<file path="config.mk">
export PLATFORM = sky130hd
export DESIGN_NAME = sound_irq_ctrl
export DESIGN_NICKNAME = d
export VERILOG_FILES = /design/src/rtl/sirq_pkg.sv /design/src/rtl/sirq_src_det.sv /design/src/rtl/sound_irq_ctrl.sv
export SDC_FILE = /design/constraint.sdc
export NUM_CORES = 1
export LEC_CHECK = 0
export BUFFER_PORTS_ARGS = -buffer_cell sky130_fd_sc_hd__buf_4
export CORE_ASPECT_RATIO = 1.4
export CORE_MARGIN = 5
export CORE_UTILIZATION = 44
export CTS_CLUSTER_DIAMETER = 50
export DETAILED_ROUTE_END_ITERATION = 16
export GPL_ROUTABILITY_DRIVEN = 0
export PLACE_DENSITY = 0.75
export SETUP_SLACK_MARGIN = 0.4
export SLEW_MARGIN = 20
export SYNTH_ARGS = -nofsm -noshare
export SYNTH_HDL_FRONTEND = slang
export SYNTH_SLANG_ARGS = --single-unit
</file>
<file path="constraint.sdc">
create_clock -name clk_49m -period 1.41 [get_ports clk_49m]
set_input_delay 0.0705 -clock clk_49m [delete_from_list [all_inputs] [get_ports clk_49m]]
set_output_delay 0.0705 -clock clk_49m [all_outputs]
set_load 0.005 [all_outputs]
</file>
<file path="src/rtl/sirq_pkg.sv">
// rtl/sirq_pkg.sv - shared constants, types and priority encoder for the sound IRQ controller
package sirq_pkg;

    localparam int SIRQ_MAX_SRC = 8;

    localparam logic SIRQ_EDGE  = 1'b0;
    localparam logic SIRQ_LEVEL = 1'b1;

    typedef logic [7:0] sirq_vec_t;

    // Index of the lowest set bit (highest priority); 0 when nothing is set.
    function automatic logic [2:0] sirq_first_set(input logic [SIRQ_MAX_SRC-1:0] req);
        logic [2:0] idx;
        idx = 3'd0;
        for (int i = SIRQ_MAX_SRC - 1; i >= 0; i--) begin
            if (req[i]) begin
                idx = 3'(i);
            end
        end
        return idx;
    endfunction

endpackage

</file>
<file path="src/rtl/sirq_src_det.sv">
// rtl/sirq_src_det.sv - per-source request history and edge/level trigger detection
module sirq_src_det
    import sirq_pkg::*;
#(
    parameter logic MODE = SIRQ_EDGE
)(
    input  logic clk_49m,
    input  logic sirq_clr,
    input  logic cen,
    input  logic req,
    input  logic en,
    output logic trig
);

    logic hist;

    // History resets to one so a request held high across an acknowledge is not seen as a new edge.
    always_ff @(posedge clk_49m or posedge sirq_clr) begin
        if (sirq_clr) begin
            hist <= 1'b1;
        end else if (cen) begin
            hist <= req;
        end
    end

    assign trig = en & req & ((MODE == SIRQ_LEVEL) | ~hist);

endmodule

</file>
<file path="src/rtl/sound_irq_ctrl.sv">
// rtl/sound_irq_ctrl.sv - N-source interrupt controller with hold-off and IM2 vector for the sound Z80
module sound_irq_ctrl
    import sirq_pkg::*;
#(
    parameter int                      N_SRC      = 2,
    parameter logic [SIRQ_MAX_SRC-1:0] LEVEL_MASK = '0,
    parameter int                      HOLDOFF    = 2,
    parameter int                      VEC_STEP   = 2
)(
    input  logic             clk_49m,
    input  logic             sirq_clr,
    input  logic             cen,
    input  logic [N_SRC-1:0] src_req,
    input  logic [N_SRC-1:0] src_en,
    input  sirq_vec_t        vec_base,
    output logic             int_n,
    output sirq_vec_t        int_vec,
    output logic [N_SRC-1:0] pending,
    output logic [7:0]       coalesce_cnt
);

    localparam logic [3:0] HOLD_INIT = 4'(HOLDOFF);
    localparam sirq_vec_t  STEP      = sirq_vec_t'(VEC_STEP);

    logic [N_SRC-1:0]        trig;
    logic [N_SRC-1:0]        pending_next;
    logic [N_SRC-1:0]        active;
    logic [SIRQ_MAX_SRC-1:0] active_wide;
    logic [3:0]              hold_cnt;

    genvar gi;
    generate
        for (gi = 0; gi < N_SRC; gi++) begin : g_src
            sirq_src_det #(
                .MODE (LEVEL_MASK[gi])
            ) u_det (
                .clk_49m  (clk_49m),
                .sirq_clr (sirq_clr),
                .cen      (cen),
                .req      (src_req[gi]),
                .en       (src_en[gi]),
                .trig     (trig[gi])
            );
        end
    endgenerate

    assign pending_next = pending | trig;
    assign active       = pending & src_en;

    // Pending, coalesce, hold-off and int_n registers; the hold-off mask uses the pre-decrement count.
    always_ff @(posedge clk_49m or posedge sirq_clr) begin
        if (sirq_clr) begin
            pending      <= '0;
            int_n        <= 1'b1;
            coalesce_cnt <= 8'd0;
            hold_cnt     <= HOLD_INIT;
        end else if (cen) begin
            pending <= pending_next;
            if ((|(trig & pending)) && (coalesce_cnt != 8'hFF)) begin
                coalesce_cnt <= coalesce_cnt + 8'd1;
            end
            if (hold_cnt != 4'd0) begin
                hold_cnt <= hold_cnt - 4'd1;
            end
            int_n <= ~(|(pending_next & src_en)) | (hold_cnt != 4'd0);
        end
    end

    // Vector of the highest-priority enabled pending source; follows src_en without waiting for cen.
    always_comb begin
        active_wide = '0;
        active_wide[N_SRC-1:0] = active;
        int_vec = vec_base;
        if (|active_wide) begin
            int_vec = vec_base + sirq_vec_t'(sirq_first_set(active_wide)) * STEP;
        end
    end

endmodule

</file>
# Word level (Yosys, flattened, before mapping)
# Cells that the tools add are included.
[op_classes]
n_addsub = 3
n_eq_ne = 1
n_mux = 4
n_bitwise = 12
n_reduce_logical = 7
[ops]
columns = ["operator", "count"]
rows = [
  ["8-bit by 1-bit adder with 8-bit output, second input constant", 1],
  ["8-bit by 4-bit adder with 8-bit output", 1],
  ["8-bit two-way mux", 1],
  ["8-bit != test, second input constant", 1],
  ["2-bit bitwise AND", 3],
  ["3-bit two-way mux", 2],
  ["2-bit OR reduction", 3],
  ["1-bit bitwise AND", 4],
  ["2-bit AND reduction", 2],
  ["4-bit nonzero test", 1],
  ["4-bit by 1-bit subtractor with 4-bit output, second input constant", 1],
  ["1-bit NOT", 3],
  ["2-bit OR", 1],
  ["1-bit logical AND", 1],
  ["1-bit two-way mux", 1],
  ["1-bit OR", 1],
]
[totals]
ff_bits = 17
input_bits = 15
output_inout_bits = 19
word_cells = 33

# Longest topological paths before layout
[logic_depth]
depth_word = 7
depth_mapped = 6
ltp_nobuf = 6

# Hierarchy
# A second synthesis with hierarchy kept.
[unflattened]
cells_unflattened = 101
hier_area_um2 = 1019.7
[by_module_without_submodules]
columns = ["mod", "n_inst", "cells_each", "area_each_um2", "seq_area_each_um2"]
rows = [
  ["sound_irq_ctrl", 1, 93, 912.1, 377.9],
  ["sirq_src_det", 2, 4, 53.8, 26.3],
]

# Worst setup path after synthesis
# Ideal clock, no wire load.
[synth_timing]
kind = "register -> register"
start = "register coalesce_cnt[0]"
end = "register coalesce_cnt[1]"
setup_ns = 0.128
arrival_ns = 1.333
t_required_ns = 1.282
setup_slack_ns = -0.050
path_stages_with_launch = 5
path_buffers = 0
synth_period_minus_slack_ns = 1.460
cell_sequence = "dfrtp_1 -> ha_1 -> and3_1 -> a21boi_4 -> mux2_1"
[synth_between]
elab_chain_len = 3
word_cells_on_any_way = 4
classes_between = "add/sub: 1; eq/ne: 1; reduce/logical: 2"
[synth_lines]
columns = ["element", "line", "rtl"]
rows = [
  ["from (decl)", "sound_irq_ctrl.sv:19", "output logic [7:0] coalesce_cnt"],
  ["from (signal assigned)", "sound_irq_ctrl.sv:60", "coalesce_cnt <= coalesce_cnt + 8'd1;"],
  ["branches (longest 3 deep; another with 8-bit by 1-bit adder with 8-bit output)", "n/a", ""],
]
# Several ways; the timed one is not identified.
# A chain may end at the register's enable or synchronous reset.

# Worst setup path after layout
[layout_timing]
start = "register pending[0]"
end = "output int_vec[1]"
[layout_between]
elab_chain_len = 5
word_cells_on_any_way = 6
classes_between = "add/sub: 1; mux: 3; bitwise: 1; reduce/logical: 1"
[layout_lines]
columns = ["element", "line", "rtl"]
rows = [
  ["from (decl)", "sound_irq_ctrl.sv:18", "output logic [N_SRC-1:0] pending,"],
  ["from (signal assigned)", "sound_irq_ctrl.sv:58", "pending <= pending_next;"],
  ["2-bit bitwise AND (*)", "sound_irq_ctrl.sv:48", "assign active = pending & src_en;"],
  ["3-bit two-way mux", "sirq_pkg.sv:16", "if (req[i]) begin"],
  ["3-bit two-way mux", "sound_irq_ctrl.sv:74", "if (|active_wide) begin"],
  ["8-bit by 4-bit adder with 8-bit output", "sound_irq_ctrl.sv:75", "int_vec = vec_base + sirq_vec_t'(sirq_first_set(active_wide)) * STEP;"],
  ["8-bit two-way mux (*)", "sound_irq_ctrl.sv:74", ""],
  ["to (decl)", "sound_irq_ctrl.sv:17", "output sirq_vec_t int_vec,"],
]
# Mark *: on every way between the ends. The rest lies on a longest branch, timed or not. The select of a mux whose other input is x is not followed.

==> impl_results.md <==
- Max_slew headroom: 0.5712
- Starting density of the core: 0.4535
- Vias in the first global route: 1142
- Post-synth top area share: 0.3333
- Area occupied by multi-input gates: 676.9 µm²
- Worst Setup Start Kind: flop
- H-tree depth: 1
- RSZ-0062 raised after global routing: true
- DRT antenna net count: 0
- Detailed-router iteration count before antenna repair: 4
- Setup CP Type: reg2out
- Worst setup endpoint: int_vec[1]
- Buf/Inv on CP: 3
- R2R setup slack: -100 ps
- Sequential share of the synthesized area: 0.4410
- Largest net degree at the start of global routing: 18
- IO Count: 34
- RR Endpoint: coalesce_cnt[1]
- CTS tree: yes
- Nets: 177
- Clock buffer count from CTS: 3
- Final Hold Viols: 0
- Diode count: 0
- Fmax: 0.5679 GHz
- Critical path depth: 5
- Leak pwr: 0.0008055 µW
- Clock buffer depth: 2
- Slew @ Worst Pin: 642.4 ps
- Syn_area_per_cell: 10.27 µm²
- Distinct cells, synth: 28
- Data required, critical path: 1340 ps
- Cells after DPL: 158
- Overall routing resource usage: 0.1998
- Vias per cell: 5.609
- Asr flop ratio synth: 1.000
- DRC: 0
- Fin crit share: 1.249
- Skew final: 3.225 ps
- Die extent in x: 49.81 µm
- Root Driver: clkbuf_4
- Area growth from synthesis to layout: 76.92%
- Crit path max-delay cell type: dfrtp_1
- CTS Sinks: 17
- Status: finished with violations
- Worst path top cell family by delay: flip-flops
- Worst-path cell chain: buf_4 -> a22o_4 -> buf_6 -> mux2_4 -> buf_4
- Number of synthesized register bits: 17
- Setup Viol. Count Final: 13
- Crit. Startpoint: pending[0]
- Die Area: 3273 µm²
- Final TNS setup: -2413 ps
- Area post-placement: 1379 µm²
- Crit path max fanout: 5
- Post-Layout Cell Count: 179
- Detail Placement HPWL: 1.910 mm
- Share of layout cells above drive strength 1: 0.6178
- Core Area: 2152 µm²
- Main area contributors after synthesis: dfrtp_1 (33%), dfstp_2 (11%), xnor2_1 (8.1%)
- Initial antenna violation count: 0
- Area leader, netlist: dfrtp_1
- WL final: 3.227 mm
- CP endpoint kind: primary output
- PD cells: 929.1 nW/µm²
- Via count: 1004
- Synthesized area: 975.9 µm²
- Die H: 65.73 µm
- Port bufs: 31
- CP peak stage delay: 440 ps
- Later-pin clock latency in the skew report: 300 ps
- Pwr Total: 1604 µW
- GRT overflow: 0
- Max-cap viol count: 0
- Max-slew violation count: 0
- Hold crit path type: in2reg
- First-pass GRT wire length: 5.064 mm
- Yosys warns: 0
- Path depth of the worst reg2reg path: 5
- DR iter-0 viols: 16
- Critical Path AT: 1690 ps
- Post-synth top cells: dfrtp_1 (13), nand2_1 (11), xnor2_1 (9)
- Wire per inst: 18.03 µm
- Launch point of the worst reg-to-reg path: pending[1]
- Num rows: 20
- Number of synthesized flops with an enable pin: 0
- Design area: 1727 µm²
- Clock Pin Slew Worst Setup and Hold Paths: 110 ps
- WHS Path Cells: 3
- Most instantiated library cell after synthesis: dfrtp_1
- Fill cells: 135
- Max VDD drop: 0.0007764 V
- Mapped Cells: 95
- Post-route setup slack: -350.9 ps
- Crit path time final: 1761 ps
- Syn_nets: 114
- Register area: 430.4 µm²
- Top cell by count, worst path: buf_4
- Failing checks: negative setup slack
- Synth Flop Type: dfrtp_1
==> area by class of cell <==
class | count | area share
clock buffer | 3 | 0.01304
clock inverter | 1 | 0.002899
multi-input combinational | 71 | 0.3920
timing repair buffer | 60 | 0.3159
inverter | 5 | 0.01087
sequential | 17 | 0.2493
tap | 22 | 0.01594
==> registers in the layout, summed over array words and instances, names as in the netlist <==
signal	flops
coalesce_cnt	8
g_src.u_det.hist	2
pending	2
hold_cnt	4
int_n	1
==> worst min-delay path, delay by kind of cell <==
kind / cells / cell delay, ps
and+or+nand+nor: 1 / 60
AOI/OAI and AO/OA: 1 / 70
buffers and inverters: 1 / 130
==> placed cells by master (no fill, tap or decap), types with 3 or more instances in the layout <==
| cell | Yosys | routed |
|---|---|---|
| a21oi_1 | 8 | 4 |
| a21oi_2 | 0 | 3 |
| buf_4 | 1 | 34 |
| buf_6 | 0 | 24 |
| clkbuf_4 | 0 | 3 |
| dfrtp_1 | 13 | 13 |
| dfstp_2 | 4 | 4 |
| inv_2 | 0 | 3 |
| mux2_4 | 0 | 3 |
| nand2_1 | 11 | 7 |
| nand3_1 | 3 | 3 |
| nand4_1 | 6 | 6 |
| xnor2_1 | 9 | 7 |
==> logic make-up (layout without fill, tap and decap cells) <==
group / after synthesis / count (layout) / share of synthesized area
compound gates: 19 / 19 / 0.1436
xor+xnor: 10 / 10 / 0.08975
fa+ha+maj: 4 / 4 / 0.05128
buf+inv: 7 / 69 / 0.03077
flops: 17 / 17 / 0.4410
mux: 4 / 4 / 0.04615
simple gates: 34 / 34 / 0.1974
==> per-layer routing <==
layer	global-route usage	routed length [µm]	vias up
li1	-	-	466
met1	0.1989	1154	496
met2	0.3885	1868	38
met3	0.02721	153	4
met4	0.09836	51	0
met5	0	0	-
==> power breakdown <==
part | internal, µW | switching, µW | leakage (µW) | total, µW
clock | 106 | 168 | 0.0000177 | 274
combinational | 423 | 274 | 0.000581 | 697
sequential | 565 | 67.7 | 0.000206 | 633
total | 1090 | 511 | 0.000805 | 1600
==> worst min path at each step <==
stage,start,slack (ps),to
final,src_req[0],40,g_src[0].u_det.hist
after floorplan,sirq_clr,-6,coalesce_cnt[0]
after CTS,src_req[0],20,g_src[0].u_det.hist
after global routing,src_req[0],50,g_src[0].u_det.hist
after global placement,vec_base[0],140,int_vec[0]
after detailed placement,vec_base[0],140,int_vec[0]
==> what timing repair did <==
item / in CTS / in global routing
gates resized for setup: 33 / 11
hold endpoints to repair: 14 / 0
buffers inserted: 11 / 4
hold buffers: 2 / 0
endpoints found under the setup margin: 29 / 31
pin swaps: 16 / 8
==> through the flow <==
step / hold WS, ps / setup slack [ps] / util
2_1_floorplan: -6.349 / -43.05 / -
3_3_place_gp: 141.0 / -34.06 / 0.6407
3_5_place_dp: 141.0 / -79.01 / 0.6407
4_1_cts: 20.21 / -315.5 / 0.7680
5_1_grt: 50.98 / -435.6 / 0.8023
6_report: 35.76 / -350.9 / 0.8023
Power figures use the tool's default switching activity.
